===== src/rtl/chip8_timebase.sv =====
// Phase-accumulator clock-enable generator with an edge-triggered,
// tick-stretched system reset sequencer.
module chip8_timebase #(
  parameter int NUM_CH    = 3,
  parameter int ACC_W     = 32,
  parameter int NUM_SRC   = 3,
  parameter int RST_TICKS = 16
) (
  input  logic                    clk_sys,
  input  logic                    reset,
  input  logic [NUM_CH*ACC_W-1:0] ch_inc,
  input  logic [NUM_CH-1:0]       ch_en,
  input  logic                    sync_clr,
  output logic [NUM_CH-1:0]       ce,
  input  logic [NUM_SRC-1:0]      req_rise,
  input  logic                    req_fall,
  output logic                    sys_reset,
  output logic                    rst_trig
);

  typedef enum logic {
    ST_IDLE,
    ST_HOLD
  } state_e;

  localparam logic [7:0] LAST = 8'(RST_TICKS - 1);

  logic [ACC_W-1:0]   acc_q [NUM_CH];
  logic [ACC_W-1:0]   acc_d [NUM_CH];
  logic [ACC_W:0]     sum   [NUM_CH];
  logic [NUM_CH-1:0]  ce_q;
  logic [NUM_CH-1:0]  ce_d;

  logic [NUM_SRC-1:0] rise_prev_q;
  logic               fall_prev_q;
  logic               trig;

  state_e             state_q;
  state_e             state_d;
  logic [7:0]         cnt_q;
  logic [7:0]         cnt_d;
  logic               sys_reset_q;
  logic               rst_trig_q;

  // The carry out of each add is the enable pulse for that channel.
  always_comb begin
    for (int i = 0; i < NUM_CH; i++) begin
      sum[i]   = {1'b0, acc_q[i]}
               + {1'b0, ch_inc[i*ACC_W +: ACC_W]};
      acc_d[i] = acc_q[i];
      ce_d[i]  = 1'b0;
      if (sync_clr) begin
        acc_d[i] = '0;
      end else if (ch_en[i]) begin
        acc_d[i] = sum[i][ACC_W-1:0];
        ce_d[i]  = sum[i][ACC_W];
      end
    end
  end

  always_ff @(posedge clk_sys) begin
    if (reset) begin
      acc_q <= '{default: '0};
      ce_q  <= '0;
    end else begin
      acc_q <= acc_d;
      ce_q  <= ce_d;
    end
  end

  assign trig = (|(req_rise & ~rise_prev_q))
              | (~req_fall & fall_prev_q);

  always_comb begin
    state_d = state_q;
    cnt_d   = cnt_q;
    unique case (state_q)
      ST_IDLE: begin
        if (trig) begin
          state_d = ST_HOLD;
          cnt_d   = '0;
        end
      end
      ST_HOLD: begin
        // A retrigger outranks the exit tick in the same cycle.
        if (trig) begin
          cnt_d = '0;
        end else if (ce_q[0]) begin
          if (cnt_q == LAST) begin
            state_d = ST_IDLE;
            cnt_d   = '0;
          end else begin
            cnt_d = cnt_q + 8'd1;
          end
        end
      end
      default: begin
        state_d = ST_HOLD;
        cnt_d   = '0;
      end
    endcase
  end

  always_ff @(posedge clk_sys) begin
    rise_prev_q <= req_rise;
    fall_prev_q <= req_fall;
    if (reset) begin
      state_q     <= ST_HOLD;
      cnt_q       <= '0;
      sys_reset_q <= 1'b1;
      rst_trig_q  <= 1'b0;
    end else begin
      state_q     <= state_d;
      cnt_q       <= cnt_d;
      sys_reset_q <= (state_d == ST_HOLD);
      rst_trig_q  <= trig;
    end
  end

  assign ce        = ce_q;
  assign sys_reset = sys_reset_q;
  assign rst_trig  = rst_trig_q;

endmodule


===== config.mk =====
export PLATFORM = sky130hd
export DESIGN_NAME = chip8_timebase
export DESIGN_NICKNAME = d
export VERILOG_FILES = /design/src/rtl/chip8_timebase.sv
export SDC_FILE = /design/constraint.sdc
export NUM_CORES = 1
export LEC_CHECK = 0
export CORE_MARGIN = 3
export CORE_UTILIZATION = 40
export DETAILED_ROUTE_END_ITERATION = 8
export HOLD_SLACK_MARGIN = 0.15
export PLACE_DENSITY = 0.67
export SETUP_SLACK_MARGIN = 0.2
export SYNTH_ARGS = -nofsm -noshare
export SYNTH_HDL_FRONTEND = slang
export SYNTH_SLANG_ARGS = --single-unit

===== constraint.sdc =====
create_clock -name clk_sys -period 4.8 [get_ports clk_sys]
set_input_delay 1.44 -clock clk_sys [delete_from_list [all_inputs] [get_ports clk_sys]]
set_output_delay 1.44 -clock clk_sys [all_outputs]
set_load 0.005 [all_outputs]

Yosys cells after proc, flatten, opt, wreduce, memory -nomap -nowiden
Cells that the tools add are included.
Cells by class
  bitwise operators: 9
  multiplexer cells: 10
  reduce and logical (&&, ||, !) cells: 6
  add/subtract/negate cells: 4
  equality and inequality tests: 3
Operators by type and width (count)
  32-bit by 32-bit adder with 33-bit output: 3
  8-bit 2-to-1 mux: 4
  8-bit case mux with 2 select lines: 1
  3-bit OR reduction: 4
  8-bit by 1-bit adder with 8-bit output, second input constant: 1
  8-bit by 4-bit equality test with 1-bit output, second input constant: 1
  1-bit inverter: 5
  1-bit 2-to-1 mux: 4
  3-bit bitwise AND: 1
  3-bit != test, second input constant: 1
  3-bit inverter: 1
  2-bit != test, second input constant: 1
  1-bit case mux with 2 select lines: 1
  2-bit AND reduction: 1
  2-bit OR reduction: 1
  1-bit bitwise AND: 1
  1-bit OR: 1
Word-level totals
  input port bits: 106
  register bits after elaboration: 113

Logic depth before layout (Yosys ltp)
Gate-level depths: netlist of the first run.
  depth after elaboration: 6
  depth in mapped cells: 10
  gate-level depth less buffers: 10

Worst setup path before layout of the first run
Ideal clock, no wire load.
  path kind: input port to flip-flop
  start: input port ch_inc[0]
  end: register acc_q[90] (netlist bit)
  path buffers: 0
  path slack: 0.938 ns
  setup time: 0.122 ns
  stages: 10
  arrival time: 3.740 ns
  data required time: 4.678 ns
  cell sequence: ha_1 fa_1 a211oi_2 o21ai_0 a32oi_1 a21oi_1 or4_4 a31oi_2 nor4_1 a311o_1
On the way
  word-level cells in the longest chain between the ends: 1
Ends and longest elaborated chain
  from (decl): line 11  | input logic [NUM_CH*ACC_W-1:0] ch_inc,
  32-bit by 32-bit adder with 33-bit output: line 49  | + {1'b0, ch_inc[i*ACC_W +: ACC_W]};
  to (signal assigned): line 63  | acc_q <= '{default: '0};
  to (signal assigned): line 66  | acc_q <= acc_d;
  to (decl): line 28  | logic [ACC_W-1:0] acc_q [NUM_CH];
Every way passes these cells.
A chain may end at the register's enable or synchronous reset.

Worst setup path after layout of the first run
  start: input port ch_inc[0]
  end: register acc_q[80] (netlist bit)
Same word-level chain as after synthesis.

==> results_dict.tcl, run 1 <==
set metrics [dict create \
    status "complete, no violations" \
    power_switching_uw 896 \
    tightest_slew_ps 633 \
    required_ps 5130 \
    grt_max_degree 47 \
    ir_drop_mv 0.176 \
    cts_resized 0 \
    cts_setup_buffers 0 \
    gp_congestion 0.902 \
    hold_start "acc_q[31]$_SDFFE_PP0P_" \
    place_ws_ps 252 \
    final.fill_count 2161 \
    reg2reg_to "acc_q[80]$_SDFFE_PP0P_" \
    die_w_um 158 \
    fin_util_pct 50.3 \
    yosys-top-cells-area "dfxtp_1, ha_1, a21oi_1" \
    highest_layer "met4" \
    finish.net_count 1471 \
    postSynthCellCount 1177 \
    ys_ff_latch 113 \
    first_global_vias 8533 \
    hp-class "reg2reg" \
    ant_nets 0 \
    ys_async_sr_fraction_pct 0 \
    die_h_um 158 \
    clock_latency_ps 420 \
    ctsHoldBuffers 0 \
    setup-violations-final 0 \
    vias 8912 \
    final_hold_viol_count 0 \
    dr.pass1.iters 5 \
    wirelength_um 24500 \
    initial_core_util_pct 41.5 \
    synth_nets 1383 \
    multi_input_area_um2 6600 \
    cts_tree "yes" \
    crit_arrival_ps 4550 \
    synth_area_per_cell_um2 7.83 \
    antennaDiodeCount 0 \
    worstSetupStartpoint "ch_inc[0]" \
    wl_met1_um 12000 \
    min_period_ps 4220 \
    portBuffers 110 \
    antenna_found_initial 0 \
    drv_slew 0 \
    clock_sinks 113 \
    r2r_start "acc_q[64]$_SDFFE_PP0P_" \
    p_int_mw 2.22 \
    syn2layout_area_growth_pct 21.4 \
    cts-root-buf "clkbuf_16" \
    wl_per_cell_um 15.7 \
    seq_power_share_pct 32.2 \
    power_density_nw_per_um2 278 \
    max_slew_margin_pct 57.2 \
    std_cell_rows 54 \
    synth.cell_area_um2 9220 \
    grt_usage_pct 19.8 \
    drt-initial-drc-count 469 \
    critical_path_class "in2reg" \
    finalPower_mw 3.11 \
    min_to "acc_q[31]$_SDFFE_PP0P_" \
    comb_power_share_pct 23.3 \
    synth_edf_count 0 \
    maxCapViolCount 0 \
    yosys_most_used_dff "dfxtp_1" \
    leakagePower_nw 4.73 \
    finClkSkew_ps 12.0 \
    worst_slack_ps 581 \
    synth_top_area_share_pct 24.5 \
    yosys_warnings 0 \
    crit_fanout 4 \
    post_drt_via_cell_ratio 5.72 \
    p_sw_share_pct 28.8 \
    hpwl_um 18100 \
    drive_gt1_share_pct 5.63 \
    seq_area_frac_synth_pct 24.5 \
    cp-end-kind "flop" \
    drc_errors 0 \
    seq_area_um2 2260 \
    grt_pass1_wl_um 40700 \
    route.met3.wl_um 1210 \
    rsz0062_at_grt "false" \
    fin_crit_sh_pct 87.9 \
    overflow 0 \
    finalSetupTns_ps 0 \
    reg2reg_depth 10 \
    clockPowerShare_pct 44.5 \
    io_pins 111 \
    core_area_um2 22200 \
    yosysTopAreaCell "dfxtp_1" \
    dieArea_um2 24900 \
    htreeDepth 4 \
    numCtsBuffers 17 \
    clock.fmax_mhz 237 \
    hold_depth 2 \
    yosysUniqueCellTypes 77 \
    wl_met2_um 10900 \
    start_kind "primary input" \
    r2r_slack_ps 1720 \
    path_clk_slew_ps 60 \
    clock_path_buffers 2 \
]
[power by group through the flow]
stage	clock (mW)	sequential, mW	combinational (mW)
final	1.39	1.00	0.726
after global routing	1.46	1.01	0.811
after global placement	0	1.02	0.709
after detailed placement	0	1.02	0.716
after CTS	1.42	1.00	0.722
after floorplan	0	1.02	0.505
[per-stage QoR]
step	instance area, um2	hold slack [ps]	instances
2_1_floorplan	9220	429	1177
3_3_place_gp	10600	441	1526
3_5_place_dp	10600	447	1526
4_1_cts	11200	459	1558
5_1_grt	11200	485	1558
6_report	11200	455	1558
[state kept, by name (all words and copies together), names as in the netlist]
signal / count
fall_prev_q: 1
sys_reset: 1
rst_trig: 1
ce: 3
rise_prev_q: 3
cnt_q: 8
acc_q: 96
[worst max-delay path by stage]
stage | endpoint | slack (ps) | depth (start not counted)
global route | acc_q[95]$_SDFFE_PP0P_ | 380 | 10
floorplan | acc_q[90]$_SDFFE_PP0P_ | 940 | 10
detailed placement | acc_q[60]$_SDFFE_PP0P_ | 250 | 11
finish | acc_q[80]$_SDFFE_PP0P_ | 580 | 11
global placement | acc_q[80]$_SDFFE_PP0P_ | 260 | 11
CTS | acc_q[80]$_SDFFE_PP0P_ | 660 | 11
[cell usage after synthesis, drive strengths merged, types with 8 or more instances]
library cell,number
a21o,35
a21oi,112
o21bai,22
clkbuf,33
o21ai,68
a31oi,16
inv,41
xnor2,44
buf,20
nor4,9
xor2,12
a211oi,24
mux2i,44
nor2b,10
a32oi,9
or3,9
ha,97
nand3,38
and3,14
nor2,128
dfxtp,113
o21a,9
nand2,95
nand4,32
o22ai,8
nor3,28
o211ai,11
[kinds of logic after synthesis]
| kind of cell | after synthesis | share of synthesized area (%) |
|---|---|---|
| AO/OA/AOI/OAI | 365 | 26.3 |
| XOR/XNOR | 56 | 5.32 |
| adder cells (fa/ha/maj) | 100 | 13.8 |
| buffers and inverters | 94 | 3.98 |
| flip-flops | 113 | 24.5 |
| multiplexers | 45 | 4.90 |
| AND/OR/NAND/NOR | 404 | 21.2 |
[metal layers]
| layer | GRT usage (%) | up-vias |
|---|---|---|
| li1 | - | 4583 |
| met4 | 5.50 | 0 |
| met1 | 27.2 | 4099 |
| met2 | 31.6 | 206 |
| met5 | 0 | - |
| met3 | 3.80 | 24 |
[cells in the final DEF, fill, tap and decap left out, types with 5 or more instances in the layout]
cell type        synthesis  layout
nor2_1                 128     127
dfxtp_1                113     113
clkdlybuf4s50_1          0     110
a21oi_1                108     108
ha_1                    97      97
nand2_1                 95      95
o21ai_0                 64      64
mux2i_1                 44      44
xnor2_1                 44      44
inv_1                   41      41
nand3_1                 38      38
a21o_1                  34      34
nand4_1                 32      32
nor3_1                  28      28
a211oi_1                23      23
o21bai_1                22      22
clkbuf_16                0      17
and3_1                  14      14
a31oi_1                 14      14
xor2_1                  12      12
buf_4                    1      12
o211ai_1                10      10
nor2b_1                 10      10
or3_1                    9       9
o21a_1                   9       9
a32oi_1                  9       9
nor4_1                   8       8
o22ai_1                  8       8
and2_1                   6       6
o31ai_1                  5       5
a31o_2                   5       5
and4_1                   5       5
nand2b_1                 5       5
[critical path: stages]
cell             delay [ps]
clkdlybuf4s50_1         400
ha_1                    240
fa_1                    440
a211oi_2                300
o21ai_0                 140
a32oi_1                 270
a21oi_1                 170
o311ai_0                570
a21oi_1                 170
xnor2_1                 160
a211oi_1                240
[final cells by class]
type / count / share of cell area, %
clock buffer: 23 / 4.27
clock inverter: 9 / 1.38
inverter: 41 / 1.38
multi-input combinational: 970 / 59.0
sequential: 113 / 20.2
tap: 280 / 3.13
timing repair buffer: 122 / 10.6
(Power assumes the default switching activity.)
==> inputs of run 2 (changes only) <==
==> constraint.sdc (replaced) <==
create_clock -name clk_sys -period 5.4 [get_ports clk_sys]
set_input_delay 0.81 -clock clk_sys [delete_from_list [all_inputs] [get_ports clk_sys]]
set_output_delay 0.81 -clock clk_sys [all_outputs]
set_load 0.005 [all_outputs]
==> run 2 against run 1 <==
Net effect: register-to-register slack better by 580 ps; clock skew up 0.85 ps; highest routed layer is now met5; critical path depth unchanged; hold slack better by 7.4 ps; cell count down 0.51%; sequential cell count unchanged; combinational power down 12%; count of clock-buffer cells in the layout down 3; via count down 1.4%; global-route usage down 0.59 points.
==> results_dict.tcl, run 2 (synthesis results as in run 1) <==
set metrics [dict create \
    die_w_um 158 \
    required_ps 5710 \
    reg2reg_to "acc_q[26]$_SDFFE_PP0P_" \
    crit_arrival_ps 3940 \
    max_slew_margin_pct 23.8 \
    core_area_um2 22200 \
    leakagePower_nw 4.69 \
    htreeDepth 4 \
    largest_register_ffs 96 \
    post_drt_via_cell_ratio 5.67 \
    wirelength_um 24100 \
    grt_pass1_wl_um 39600 \
    r2r_slack_ps 2300 \
    top_register "acc_q" \
    start_kind "primary input" \
    finalSetupTns_ps 0 \
    drv_slew 0 \
    power_density_nw_per_um2 245 \
    fin_crit_sh_pct 67.2 \
    worstSetupEndpoint "acc_q[80]$_SDFFE_PP0P_" \
    dpl-instance-area_um2 10500 \
    power_switching_uw 781 \
    dr.pass1.iters 4 \
    p_int_mw 1.94 \
    final_hold_viol_count 0 \
    finalPower_mw 2.72 \
    seq_power_share_pct 32.8 \
    crit_fanout 4 \
    ir_drop_mv 0.150 \
    critical_path_class "in2reg" \
    dieArea_um2 24900 \
    reg_top3 "acc_q (96), cnt_q (8)" \
    tightest_slew_ps 1140 \
    grt_usage_pct 19.2 \
    antenna_found_initial 1 \
    p_sw_share_pct 28.7 \
    finalNonFillerCells 1550 \
    final_cell_mix "nor2_1, dfxtp_1, clkdlybuf4s50_1" \
    clock.fmax_mhz 276 \
    fin_area_um2 11100 \
    std_cell_rows 54 \
    status "complete, no violations" \
    wl_per_cell_um 15.5 \
    dp.cells 1519 \
    drt-initial-drc-count 398 \
    clockPowerShare_pct 43.8 \
    hp-class "reg2reg" \
    hpwl_um 17700 \
    drc_errors 0 \
    syn2layout_area_growth_pct 20.6 \
    die_h_um 158 \
    drive_gt1_share_pct 5.12 \
    reg2reg_depth 10 \
    portBuffers 110 \
    cts_setup_buffers 0 \
    clock_latency_ps 410 \
    hold_ws_ps 463 \
    finClkSkew_ps 12.8 \
    cts_resized 0 \
    cts_tree "yes" \
    min_period_ps 3630 \
    comb_power_share_pct 23.5 \
    finish.net_count 1464 \
    antennaDiodeCount 0 \
    cts-root-buf "clkbuf_16" \
    cp-end-kind "flop" \
    path_clk_slew_ps 50 \
    rsz0062_at_grt "false" \
    grt_max_degree 78 \
    gp_congestion 0.891 \
    clock_sinks 113 \
    ctsHoldBuffers 0 \
    setup-violations-final 0 \
    numCtsBuffers 17 \
    initial_core_util_pct 41.5 \
    vias 8787 \
    maxCapViolCount 0 \
    clock_path_buffers 2 \
    overflow 0 \
    r2r_start "acc_q[0]$_SDFFE_PP0P_" \
    worstSetupStartpoint "ch_inc[0]" \
    io_pins 111 \
    ant_nets 0 \
    layout_commonest_cell "nor2_1" \
    first_global_vias 8295 \
]
-- run 2: cell type report --
class	count	area [um2]
Clock inverter	11	163
Multi-Input combinational cell	970	6600
Tap cell	280	350
Inverter	41	154
Clock buffer	20	447
Timing Repair Buffer	115	1140
Sequential cell	113	2260
Fill cell	2151	11100
-- run 2: per-stage QoR --
stage               setup slack, ps  utilization [%]
floorplan                      2170                -
global placement               1410             47.3
detailed placement             1360             47.3
CTS                            1770             50.0
global route                   1470             50.0
finish                         1770             50.0
-- run 2: worst min-delay path by stage --
stage	start	cells after the start	slack, ps	endpoint
3_3_place_gp	acc_q[57]$_SDFFE_PP0P_	2	440	acc_q[57]$_SDFFE_PP0P_
4_1_cts	acc_q[57]$_SDFFE_PP0P_	2	460	acc_q[57]$_SDFFE_PP0P_
6_report	acc_q[57]$_SDFFE_PP0P_	2	460	acc_q[57]$_SDFFE_PP0P_
2_1_floorplan	acc_q[57]$_SDFFE_PP0P_	2	430	acc_q[57]$_SDFFE_PP0P_
5_1_grt	acc_q[78]$_SDFFE_PP0P_	2	480	acc_q[78]$_SDFFE_PP0P_
3_5_place_dp	acc_q[62]$_SDFFE_PP0P_	2	450	acc_q[62]$_SDFFE_PP0P_
-- run 2: layer usage --
layer / vias to the layer above / global-route usage (%) / wire length, um
met5: - / 0 / 11
met4: 2 / 4.46 / 281
met3: 17 / 3.83 / 1030
met2: 175 / 31.3 / 10700
met1: 4041 / 26.1 / 12000
li1: 4552 / - / -
-- run 2: power by group through the flow --
stage                     combinational, mW  sequential [mW]  clock [mW]
after global routing                  0.713            0.895        1.25
after CTS                             0.636            0.891        1.22
after detailed placement              0.632            0.908           0
after global placement                0.625            0.907           0
final                                 0.638            0.891        1.19
after floorplan                       0.449            0.903           0
-- run 2: worst max-delay path, stage by stage --
cell             delay [ps]
clkdlybuf4s50_1         430
ha_1                    250
fa_1                    450
a211oi_2                300
o21ai_0                 160
a32oi_1                 270
a21oi_1                 170
o311ai_0                550
a21oi_1                 180
xnor2_1                 150
a211oi_1                220
==> inputs of run 3 (changes only) <==
==> constraint.sdc (replaced) <==
create_clock -name clk_sys -period 3.51 [get_ports clk_sys]
set_input_delay 0.5265 -clock clk_sys [delete_from_list [all_inputs] [get_ports clk_sys]]
set_output_delay 0.5265 -clock clk_sys [all_outputs]
set_load 0.005 [all_outputs]
==> run 3 against run 2 <==
Net effect: sequential share of layout area shrank 0.52 points; worst setup slack lost 1400 ps; power grew 57%; sequential power grew 54%; register-to-register slack lost 1700 ps; wire length grew 0.97%; clock skew shrank 3.1 ps; combinational power grew 58%; count of clock-buffer cells in the layout shrank 3; critical path type unchanged; highest routed layer is now met4.
==> results_dict.tcl, run 3 (synthesis results as in run 1) <==
set metrics [dict create \
    crit_arrival_ps 3470 \
    fin_crit_sh_pct 90.3 \
    gp_congestion 0.892 \
    path_clk_slew_ps 60 \
    finish.net_count 1499 \
    cts-root-buf "clkbuf_16" \
    wl_per_cell_um 15.3 \
    max_slew_margin_pct 52.3 \
    core_area_um2 22200 \
    rsz0062_at_grt "false" \
    final_hold_viol_count 0 \
    first_global_vias 8449 \
    r2r_start "acc_q[64]$_SDFFE_PP0P_" \
    clock_latency_ps 410 \
    critical_path_class "in2reg" \
    drv_slew 0 \
    wirelength_um 24300 \
    crit_slowest_cell "or4_4" \
    antenna_found_initial 0 \
    dr.pass1.iters 5 \
    reg2reg_depth 10 \
    cts_setup_buffers 0 \
    worst-path-stages 11 \
    grt_pass1_wl_um 40500 \
    hpwl_um 18200 \
    numCtsBuffers 17 \
    cp-end-kind "flop" \
    dieArea_um2 24900 \
    die_w_um 158 \
    portBuffers 110 \
    syn2layout_area_growth_pct 23.7 \
    maxCapViolCount 0 \
    required_ps 3810 \
    drt-initial-drc-count 460 \
    worstPathCellList "clkdlybuf4s50_1 > ha_1 > fa_1 > a211oi_2 > o21ai_0 > a32oi_1 > a21oi_1 > or4_4 > a31oi_2 > nor4_1 > a311o_1" \
    hp-class "reg2reg" \
    grt_usage_pct 19.6 \
    ant_nets 0 \
    post_drt_via_cell_ratio 5.63 \
    clock_path_buffers 2 \
    largest_register_ffs 96 \
    ctsHoldBuffers 0 \
    std_cell_rows 54 \
    drive_gt1_share_pct 7.96 \
    final_cell_mix "nor2_1, dfxtp_1, clkdlybuf4s50_1" \
    finalPower_mw 4.27 \
    htreeDepth 4 \
    tightest_slew_ps 716 \
    initial_core_util_pct 41.5 \
    min_period_ps 3170 \
    hold_depth 2 \
    finalNonFillerCells 1587 \
    power_density_nw_per_um2 374 \
    critPathBufInv 1 \
    r2r_slack_ps 580 \
    reg_top3 "acc_q (96), cnt_q (8)" \
    io_pins 111 \
    status "complete, no violations" \
    drc_errors 0 \
    overflow 0 \
    hold_start "acc_q[31]$_SDFFE_PP0P_" \
    leakagePower_nw 4.86 \
    cts_tree "yes" \
    ir_drop_mv 0.300 \
    layout_commonest_cell "nor2_1" \
    start_kind "primary input" \
    finClkSkew_ps 9.72 \
    clock.fmax_mhz 316 \
    top_register "acc_q" \
    reg2reg_to "acc_q[90]$_SDFFE_PP0P_" \
    cpPeakStageDelay_ps 470 \
    critPathTopFamily "compound AO/OA/AOI/OAI gates" \
    grt_max_degree 56 \
    vias 8941 \
    dp.cells 1554 \
    min_to "acc_q[31]$_SDFFE_PP0P_" \
    setup-violations-final 0 \
    crit_fanout 4 \
    die_h_um 158 \
    clock_sinks 113 \
]
run 3: timing repair:
action,CTS,global route
hold endpoints to repair,0,0
resized for setup,0,1
endpoints found under the setup margin,0,4
run 3: cell type report:
type	count	area (um2)
Fill cell	2095	10800
Multi-Input combinational cell	970	6610
Sequential cell	113	2260
Timing Repair Buffer	150	1400
Clock buffer	17	425
Tap cell	280	350
Clock inverter	15	208
Inverter	41	154
Antenna cell	1	2.50
run 3: worst min-delay path, delay by kind of cell, from the launching register on:
kind             cells  cell delay [ps]
AND/OR/NAND/NOR      1               50
flip-flops           1              310
AO/OA/AOI/OAI        1               50
run 3: worst max-delay path by stage:
stage | startpoint | to
6_report | ch_inc[0] | acc_q[90]$_SDFFE_PP0P_
5_1_grt | ch_inc[64] | acc_q[30]$_SDFFE_PP0P_
4_1_cts | ch_inc[0] | acc_q[90]$_SDFFE_PP0P_
3_5_place_dp | ch_inc[0] | acc_q[90]$_SDFFE_PP0P_
3_3_place_gp | ch_inc[0] | acc_q[90]$_SDFFE_PP0P_
2_1_floorplan | ch_inc[0] | acc_q[90]$_SDFFE_PP0P_
run 3: layer usage:
layer  track usage, %  share of wire [%]  vias up
li1                 -                  -     4646
met1             27.5                 49     4102
met2             31.5                 45      169
met3             2.93                4.4       24
met4             5.08                1.3        0
met5                0                  0        -
run 3: report_power, final:
| part | internal, mW | switching (mW) |
|---|---|---|
| combinational | 0.468 | 0.544 |
| clock | 1.20 | 0.687 |
| sequential | 1.34 | 0.0297 |
run 3: through the flow:
stage	TNS (ps)	utilization (%)	instance area (um2)	hold slack, ps	setup WS [ps]
final	0	51.3	11400	456	340
after global routing	0	51.3	11400	488	223
after CTS	0	51.3	11400	460	344
after detailed placement	-128	48.4	10800	452	-87.5
after global placement	-40.2	48.4	10800	444	-30.5
after floorplan	0	-	9220	429	561
